### config.mk
export PLATFORM = sky130hd
export DESIGN_NAME = extensor_imediato_pipe
export DESIGN_NICKNAME = d
export VERILOG_FILES = /design/src/rtl/extensor_imediato_pipe.sv
export SDC_FILE = /design/constraint.sdc
export NUM_CORES = 1
export LEC_CHECK = 0
export BUFFER_PORTS_ARGS = -buffer_cell sky130_fd_sc_hd__buf_2
export CORE_MARGIN = 8
export CORE_UTILIZATION = 45
export CTS_CLUSTER_DIAMETER = 40
export DETAILED_ROUTE_END_ITERATION = 8
export GPL_TIMING_DRIVEN = 1
export PLACE_DENSITY = 0.75
export RECOVER_POWER = 25
export SYNTH_ARGS = -nofsm -noshare
export SYNTH_HDL_FRONTEND = slang
export SYNTH_SLANG_ARGS = --single-unit
### constraint.sdc
create_clock -name clk -period 1.4 [get_ports clk]
set_input_delay 0 -clock clk [delete_from_list [all_inputs] [get_ports clk]]
set_output_delay 0 -clock clk [all_outputs]
set_load 0.005 [all_outputs]
### src/rtl/extensor_imediato_pipe.sv
// Registered immediate generator between decode and the execute operand mux.
// Valid/ready handshake with a two-entry skid buffer and an illegal-mode counter.
module extensor_imediato_pipe #(
    parameter int DATA_W = 32,
    parameter int IN_W   = 18,
    parameter int CNT_W  = 8
) (
    input  logic              clk,
    input  logic              rst_n,
    input  logic              in_valid,
    output logic              in_ready,
    input  logic [DATA_W-1:0] instrucao,
    input  logic [IN_W-1:0]   valor,
    input  logic [2:0]        ext,
    output logic              out_valid,
    input  logic              out_ready,
    output logic [DATA_W-1:0] imediato,
    output logic              ext_invalido,
    output logic [CNT_W-1:0]  cont_invalido
);

    typedef enum logic [1:0] {VAZIO, UM, CHEIO} estado_t;

    estado_t           estado;
    logic [DATA_W-1:0] imm_calc;
    logic              inv_calc;
    logic [DATA_W-1:0] skid_imm;
    logic              skid_inv;
    logic              accept;
    logic              emit;
    logic              unused_bits;

    // Only bits [25:0] of the instruction word feed any mode.
    assign unused_bits = &{1'b0, instrucao[DATA_W-1:26]};

    // NOTE: every always_comb output gets a default first so no latch is inferred.
    always_comb begin
        imm_calc = '0;
        inv_calc = 1'b0;
        case (ext)
            3'b000:  imm_calc = DATA_W'($signed(instrucao[15:0]));
            3'b001:  imm_calc = DATA_W'($signed(instrucao[25:0]));
            3'b010:  imm_calc = DATA_W'($signed(valor));
            3'b011:  imm_calc = DATA_W'(instrucao[15:0]);
            3'b100:  imm_calc = DATA_W'(instrucao[15:0]) << 16;
            3'b101:  imm_calc = DATA_W'($signed(instrucao[15:0])) << 2;
            default: inv_calc = 1'b1;
        endcase
    end

    // Ready depends only on registered state, never on out_ready.
    assign in_ready  = (estado != CHEIO) && rst_n;
    assign out_valid = (estado != VAZIO);
    assign accept    = in_valid && in_ready;
    assign emit      = out_valid && out_ready;

    // NOTE: sequential state uses non-blocking assignments so all registers update together.
    always_ff @(posedge clk) begin
        if (!rst_n) begin
            // NOTE: the data registers are cleared too, so a dropped entry can never reappear.
            estado        <= VAZIO;
            imediato      <= '0;
            ext_invalido  <= 1'b0;
            skid_imm      <= '0;
            skid_inv      <= 1'b0;
            cont_invalido <= '0;
        end else begin
            if (accept && inv_calc && (cont_invalido != {CNT_W{1'b1}}))
                cont_invalido <= cont_invalido + 1'b1;

            case (estado)
                VAZIO: begin
                    if (accept) begin
                        imediato     <= imm_calc;
                        ext_invalido <= inv_calc;
                        estado       <= UM;
                    end
                end
                UM: begin
                    if (accept && emit) begin
                        imediato     <= imm_calc;
                        ext_invalido <= inv_calc;
                    end else if (accept) begin
                        skid_imm <= imm_calc;
                        skid_inv <= inv_calc;
                        estado   <= CHEIO;
                    end else if (emit) begin
                        estado <= VAZIO;
                    end
                end
                CHEIO: begin
                    if (emit) begin
                        imediato     <= skid_imm;
                        ext_invalido <= skid_inv;
                        estado       <= UM;
                    end
                end
                default: estado <= VAZIO;
            endcase
        end
    end

endmodule

### Yosys cells after proc, flatten, opt, wreduce, memory -nomap -nowiden

Cells that the tools add are included.

* add/sub/neg operators: 1
* muxes and demuxes: 16
* reduce and logical (&&, ||, !) cells: 14
* equality and inequality tests: 14
* bitwise logic cells: 1

Operator list (number)
* $pmux 32 s6: 1
* $mux 32: 3
* $pmux 32 s3: 1
* $mux 2: 5
* $ne 2x2->1 const B: 5
* $add 8x1->8 const B: 1
* $ne 8x8->1 const B: 1
* $reduce_and 4->1: 2
* $eq 3x2->1 const B: 2
* $eq 3x3->1 const B: 2
* $logic_and 1x1->1: 6
* $pmux 2 s3: 1
* $reduce_or 6->1: 1
* $mux 1: 4
* $eq 3x1->1 const B: 1
* $logic_not 3->1: 1
* $ne 3x3->1 const B: 1
* $pmux 1 s3: 1
* $reduce_and 3->1: 1
* $reduce_bool 3->1: 1
* $eq 2x1->1 const B: 1
* $eq 2x2->1 const B: 1
* $logic_not 2->1: 1
* $reduce_bool 2->1: 1
* $not 1->1: 1

* output and inout port bits: 43
* bits in registers: 76

### Longest topological paths before layout

Gate-level depths: netlist (run 1).

* depth in word-level cells: 6
* gate-level depth with buffers: 7
* gate-level depth less buffers: 5

### Least setup slack after synthesis (run 1)

OpenSTA, ideal clock, no wires.

* path kind: register -> register
* start: reg cont_invalido[0]
* end: reg cont_invalido[1]
* buffers on the path: 1
* data arrival time: 1399 ps
* path slack: -126 ps
* stages on the path, launching flop included: 7
* data required time: 1272 ps
* setup time: 128 ps
* cell sequence: dfxtp_1 ha_1 nand3_1 o2111ai_1 buf_2 mux2i_1 nor2_1

* cells in the longest elaborated chain, start to end: 2

Ends and longest elaborated chain
* start: declaration: RTL line 19 `output logic [CNT_W-1:0] cont_invalido`
* start signal: assignment: RTL line 69 `cont_invalido <= cont_invalido + 1'b1;`
* parallel branches: the longest is 2 deep, another holds $add 8x1->8

Several ways; the timed one is not identified.
A chain may end at the register's enable or synchronous reset.

### Worst setup path after layout (run 1)

* start: reg estado[1]
* end: reg skid_imm[12]

* cells in the longest elaborated chain, start to end: 6

Ends and longest elaborated chain
* start: declaration: RTL line 24 `estado_t estado;`
* start signal: assignment: RTL line 61 `estado <= VAZIO;`
* start signal: assignment: RTL line 76 `estado <= UM;`
* start signal: assignment: RTL line 86 `estado <= CHEIO;`
* $ne 2x2->1: RTL line 52 `assign in_ready = (estado != CHEIO) && rst_n;`
* $logic_and 1x1->1: RTL line 52
* $logic_and 1x1->1: RTL line 54 `assign accept = in_valid && in_ready;`
* $logic_and 1x1->1: RTL line 80 `if (accept && emit) begin`
* $not 1->1 (no source line)
* $reduce_and 3->1 (no source line) *
* end signal: assignment: RTL line 84 `skid_imm <= imm_calc;`
* end: declaration: RTL line 27 `logic [DATA_W-1:0] skid_imm;`

Every way passes the cells marked *; elsewhere a longest branch is shown, timed or not.

==> results of run 1 <==
## metal layers
layer	share of wire [%]	global-route usage [%]	up-vias
li1	-	-	2054
met1	41	28.84	2239
met2	48	36.39	236
met3	8.7	5.814	40
met4	2.7	8.373	0
met5	0	0	-
## worst max-delay path, cell delays in order, from the launching register on
cell and delay (ns):
dfxtp_4 0.38, buf_6 0.14, buf_6 0.12, nor3_4 0.24, buf_6 0.17, buf_12 0.13
o211ai_1 0.12, o211a_1 0.17
## final timing paths
| kind | startpoint | end | slack [ns] | cells past startpoint |
|---|---|---|---|---|
| worst min-delay path | instrucao[9] | skid_imm[25] | 0.01 | 3 |
| worst max-delay path | estado[1] | skid_imm[12] | -0.17 | 7 |
| worst min register to register | imediato[22] | imediato[22] | 0.47 | 2 |
| worst max register to register | estado[1] | skid_imm[12] | -0.17 | 7 |
## area by class of cell
type | instances | area [µm²]
clock buffers | 11 | 151.4
clock inverters | 4 | 72.57
fillers | 739 | 2915
inverters | 11 | 41.29
multi-input cells | 335 | 2590
flip-flops and latches | 76 | 1538
well taps | 108 | 135.1
repair buffers | 165 | 1235
## sequential cells by signal (all words and copies together), names as in the netlist
signal / count
cont_invalido: 8
estado: 2
ext_invalido: 1
imediato: 32
skid_imm: 32
skid_inv: 1
## kinds of logic after synthesis
| kind of cell | after synthesis | synth area share (%) |
|---|---|---|
| multiplexers | 8 | 2.227 |
| adder cells (fa/ha/maj) | 1 | 0.3136 |
| XOR/XNOR | 1 | 0.2196 |
| AND/OR/NAND/NOR | 148 | 19.45 |
| AO/OA/AOI/OAI | 174 | 32.87 |
| flip-flops | 76 | 38.14 |
| buffers and inverters | 62 | 6.775 |
## per-stage QoR
| stage | utilization [%] | area [µm²] | hold WS (ns) |
|---|---|---|---|
| detailed placement | 56.06 | 4865 | 0.3511 |
| floorplan | - | 4081 | 0.1767 |
| global route | 66.41 | 5763 | 0.01794 |
| finish | 66.41 | 5763 | 0.01422 |
| global placement | 56.06 | 4865 | 0.3372 |
| CTS | 62.79 | 5449 | 0.001447 |
## synth_stat cells (all sizes together) (9+ instances only)
library cell  count  area (µm²)
inv              11       41.29
a21oi            16       80.08
buf              24       127.6
a22oi            13       97.59
dfxtp            76        1521
a32oi            14       122.6
a32o             20       200.2
clkbuf           27       101.4
o21ai            34       170.2
nand3            13       65.06
o211ai           31       232.7
nand2b            9       56.30
nand2            21       78.83
o211a            14       140.1
nor3             17       90.09
nand3b           17       127.6
nor2             44       165.2
## report_power, final
group / internal, W / switching, W
combinational: 0.000474 / 0.000564
sequential: 0.00225 / 0.0000579
clock: 0.00109 / 0.000819
total: 0.00382 / 0.00144
## timing repair
action,in CTS,in global routing
endpoints found under the setup margin,67,76
gates cloned,5,3
setup buffers,7,7
hold buffers,5,0
endpoints found under the hold margin,5,0
resized for setup,51,42
pin swaps,32,32
## cell usage in the layout (no fill, tap or decap), drive strengths merged, types with 2 or more instances in the layout
cell           n
a21oi         16
a22o           2
a22oi         13
a31oi          8
a32o          20
a32oi         14
and2           5
and3           4
buf          148
bufinv         2
clkbuf        23
dfxtp         76
dlygate4sd3    5
inv           11
mux2           4
mux2i          4
nand2         21
nand2b         9
nand3         13
nand3b        17
nor2          44
nor2b          3
nor3          17
nor4bb         2
o211a         14
o211ai        31
o21ai         34
o22ai          2
o31ai          5
o32ai          8
or2            2
or3            6
or4            3
==> results.toml, run 1 <==
[clock_tree]
cts_tree = "built"
cts_htree_levels = 3
tritoncts_num_sinks = 76
insertion_delay_ns = 0.35
clk_transition_reported_paths_ns = 0.08
tritoncts.num_buffers = 9
max-clock-path-buffers = 2
cts.root.buffer_cell = "clkbuf_8"

[power]
total_power_w = 0.005257
power.ir.vdd_worst_mv = 0.4917
p_per_area_nw_per_um2 = 912.2
leakage_nw = 2.405

[placed_design]
preCtsSetupSlack_ns = -0.1577
total_instance_count_after_detailed_placement = 669
hpwl_um = 8770
placement.io_buffers = 93
gpl.final_weighted_congestion = 0.8695

[floorplanning]
die_width_um = 110.2
die_height_um = 110.2
core_um2 = 8678
start_util_pct = 45.96
standard_cell_rows = 34
io_pins = 100
die_footprint_um2 = 12130

[synthesis]
synth.lib_cells_used.distinct = 50
synthesis.instances = 470
synth.avg_cell_area_um2 = 8.487
synth_warnings = 0
synth_edf_count = 0
async_flop_share_pct = 0
ys_seq_elements = 76
synth_flop_cell = "dfxtp_1"
netlist_area_um2 = 3989
mappedNetlistNets = 528
seq_area_frac_synth_pct = 38.14

[grt]
gr-usage-all-layers_pct = 22.71
vias_in_the_first_global_route = 4420
grt-ovfl-total = 0
wire_length_of_the_first_global_routing_pass_um = 21980
grt_antenna_before_repair = 0
grt_max_degree = 48

[timing]
post-route-min-period_ns = 1.570
clock_skew_ns = 0.01045
worst_slew_margin_relative_to_its_limit_pct = 55.78
fin_setup_tns_ns = -4.721
worst_pin_slew_ns = 0.6619
fin_crit_share_pct = 112.2
clock.fmax_mhz = 636.8
worst_slack_ns = -0.1703
report.final.slew_viol_count = 0
final-setup-viol-count = 67
grt_setup_unrepaired = "yes"
finalHoldViolations = 0

[final_layout]
layout-drive-gt1-share_pct = 40.86
fin_nets = 656
diodes = 0
finalNonFillerCells = 710
area.growth.synth_to_final_pct = 44.48

[worst_setup_path]
worst-path-max-fanout = 7
worstSetupPathType = "reg2reg"
cp_data_required_time_ns = 1.64
crit_path_start_kind = "flop"
critical_path_arrival_ns = 1.81
critPathCaptureType = "flop"

[routing]
final_antenna_net_count = 0
detailedRoute.firstIterationViolations = 522
firstDrtPassIters = 5
detail_route.vias_per_cell = 6.435
wirelength_um = 14640
routed-via-count = 4569
drt-wirelength-per-cell_um = 20.61
drc_errors = 0

[hold_path]
hold_path_class = "in2reg"

[outcome]
failing_checks = "negative setup slack"
outcome = "finished with violations"

[run]
max_capacitance_violation_count = 0
Power figures use the tool's default switching activity.
==> inputs of run 2 (changes only) <==
--- a/config.mk
+++ b/config.mk
@@ -11,8 +11,9 @@
 export CTS_CLUSTER_DIAMETER = 40
 export DETAILED_ROUTE_END_ITERATION = 8
 export GPL_TIMING_DRIVEN = 1
-export PLACE_DENSITY = 0.75
+export PLACE_DENSITY = 0.72
 export RECOVER_POWER = 25
+export SKIP_LAST_GASP = 1
 export SYNTH_ARGS = -nofsm -noshare
 export SYNTH_HDL_FRONTEND = slang
 export SYNTH_SLANG_ARGS = --single-unit
==> constraint.sdc (replaced) <==
create_clock -name clk -period 2.03 [get_ports clk]
set_input_delay 0 -clock clk [delete_from_list [all_inputs] [get_ports clk]]
set_output_delay 0 -clock clk [all_outputs]
set_load 0.005 [all_outputs]
==> run 2 against run 1 <==
  * The run now ends clean
  * Largest cell class unchanged
  * Critical path type unchanged
  * Non-clock buffer count down 50
  * Sequential power down 31%
  * Combinational power down 48%
  * Via count down 12%
  * Worst setup slack better by 0.46 ns
  * Clock power down 25%
  * Sequential cell count unchanged
  * Hold slack better by 0.0050 ns
  * Critical endpoint is now imediato[16]
==> results.toml, run 2 (synthesis results as in run 1) <==
[outcome]
outcome = "complete, no violations"

[grt]
vias_in_the_first_global_route = 4011
gr-usage-all-layers_pct = 19.71
grt_max_degree = 53
wire_length_of_the_first_global_routing_pass_um = 19410
grt_antenna_before_repair = 1
grt-ovfl-total = 0

[worst_setup_path]
cp_data_required_time_ns = 2.32
critical_path_arrival_ns = 2.03
worst-path-max-fanout = 47
worstSetupPathType = "reg2reg"
critPathCaptureType = "flop"
crit_path_start_kind = "flop"

[timing]
worst_slew_margin_relative_to_its_limit_pct = 59.09
post-route-min-period_ns = 1.744
report.final.slew_viol_count = 0
clock_skew_ns = 0.01040
grt_setup_unrepaired = "no"
worst_pin_slew_ns = 0.6123
final-setup-viol-count = 0
fin_crit_share_pct = 85.91
finalHoldViolations = 0
clock.fmax_mhz = 573.4
fin_setup_tns_ns = 0

[routing]
final_antenna_net_count = 0
firstDrtPassIters = 5
detail_route.vias_per_cell = 6.106
drc_errors = 0
detailedRoute.firstIterationViolations = 245
wirelength_um = 11660
drt-wirelength-per-cell_um = 17.73
routed-via-count = 4018

[floorplanning]
core_um2 = 8678
standard_cell_rows = 34
start_util_pct = 45.96
die_width_um = 110.2
die_footprint_um2 = 12130
io_pins = 100
die_height_um = 110.2

[placed_design]
placement.io_buffers = 93
hpwl_um = 8000
placed_area_um2 = 4499
gpl.final_weighted_congestion = 0.8587

[power]
p_switching_w = 0.0009084
power_frac_seq_pct = 44.5
comb_power_share_pct = 15.1
intPower_w = 0.002665
sw_frac_of_total_pct = 25.42
power.share.clock_pct = 40.4
power.ir.vdd_worst_mv = 0.4042
p_per_area_nw_per_um2 = 746.5
leakage_nw = 1.970

[clock_tree]
post_cts.repair.setup_buffers = 0
cts.root.buffer_cell = "clkbuf_8"
cts_htree_levels = 3
insertion_delay_ns = 0.35
clk_transition_reported_paths_ns = 0.08
tritoncts_num_sinks = 76
cts_tree = "built"
max-clock-path-buffers = 2
tritoncts.num_buffers = 9

[final_layout]
final_cell_mix = "dfxtp_1, buf_2, nor2_1"
diodes = 0
fin_nets = 603
layout.cells.most_common = "dfxtp_1"
area.growth.synth_to_final_pct = 20.01
layout-drive-gt1-share_pct = 20.36
reg_top3 = "imediato (32), skid_imm (32), cont_invalido (8)"
stdcell_area_um2 = 4787

[run]
max_capacitance_violation_count = 0

[hold_path]
hold_path_class = "in2reg"
==> run 2: cell types whose count changed in the layout (fill, tap and decap cells not counted), sizes merged <==
| cell | delta |
|---|---|
| dlygate4sd3 | +1 |
| bufinv | +1 |
| buf | -62 |
| and3 | -3 |
| clkinvlp | -1 |
| clkbuf | +12 |
==> run 2: timing repair <==
| action | in CTS | in global routing |
|---|---|---|
| hold buffers | 6 | 0 |
| endpoints found under the setup margin | 0 | 3 |
| resized for setup | 0 | 1 |
| hold endpoints to repair | 6 | 0 |
==> run 2: critical path, cell delays in order, from the launching register on <==
cell      delay, ns
dfxtp_1        0.46
nand2b_1       0.20
buf_4          0.44
nor2_1         0.11
a41oi_1        0.30
a22o_1         0.17
==> run 2: final cells by class <==
class	instances	area, µm²
Clock inverter	4	95.09
Multi-Input combinational cell	332	2210
Fill cell	844	3891
Tap cell	108	135.1
Timing Repair Buffer	115	629.4
Inverter	11	41.29
Clock buffer	12	155.1
Sequential cell	76	1521
==> run 2: through the flow <==
step / cells / hold WS [ns] / total power, W / utilization, % / setup WS [ns]
after global routing: 658 / 0.02332 / 0.003732 / 55.16 / 0.1352
after CTS: 658 / 0.003514 / 0.003606 / 55.42 / 0.2319
after detailed placement: 636 / 0.3484 / 0.002158 / 51.85 / 0.2630
final: 658 / 0.01924 / 0.003574 / 55.16 / 0.2859
after global placement: 636 / 0.3352 / 0.002146 / 51.85 / 0.3672
after floorplan: 470 / 0.1767 / 0.001959 / - / 0.5037
==> run 2: final timing paths <==
check                             startpoint            to  slack [ns]  cells past startpoint
worst min-delay path            instrucao[9]  skid_imm[25]        0.02                      3
worst min register to register   skid_imm[0]   skid_imm[0]        0.46                      2
worst max-delay path               estado[0]  imediato[16]        0.29                      5
worst max register to register     estado[0]  imediato[16]        0.29                      5
==> run 2: layer usage <==
layer	part of all wire [%]	global-route usage, %	routed length [µm]
met5	0.11	0	13
met4	1.3	5.804	149
met3	7.3	5.930	847
met2	48	32.62	5594
met1	43	24.18	5058
==> run 2: power groups by stage <==
| stage | registers, W | clock network, W | logic (W) |
|---|---|---|---|
| final | 0.00159 | 0.00144 | 0.000539 |
| after floorplan | 0.00162 | 0 | 0.000335 |
| after global routing | 0.00160 | 0.00153 | 0.000598 |
| after global placement | 0.00162 | 0 | 0.000524 |
| after CTS | 0.00159 | 0.00147 | 0.000545 |
| after detailed placement | 0.00162 | 0 | 0.000534 |
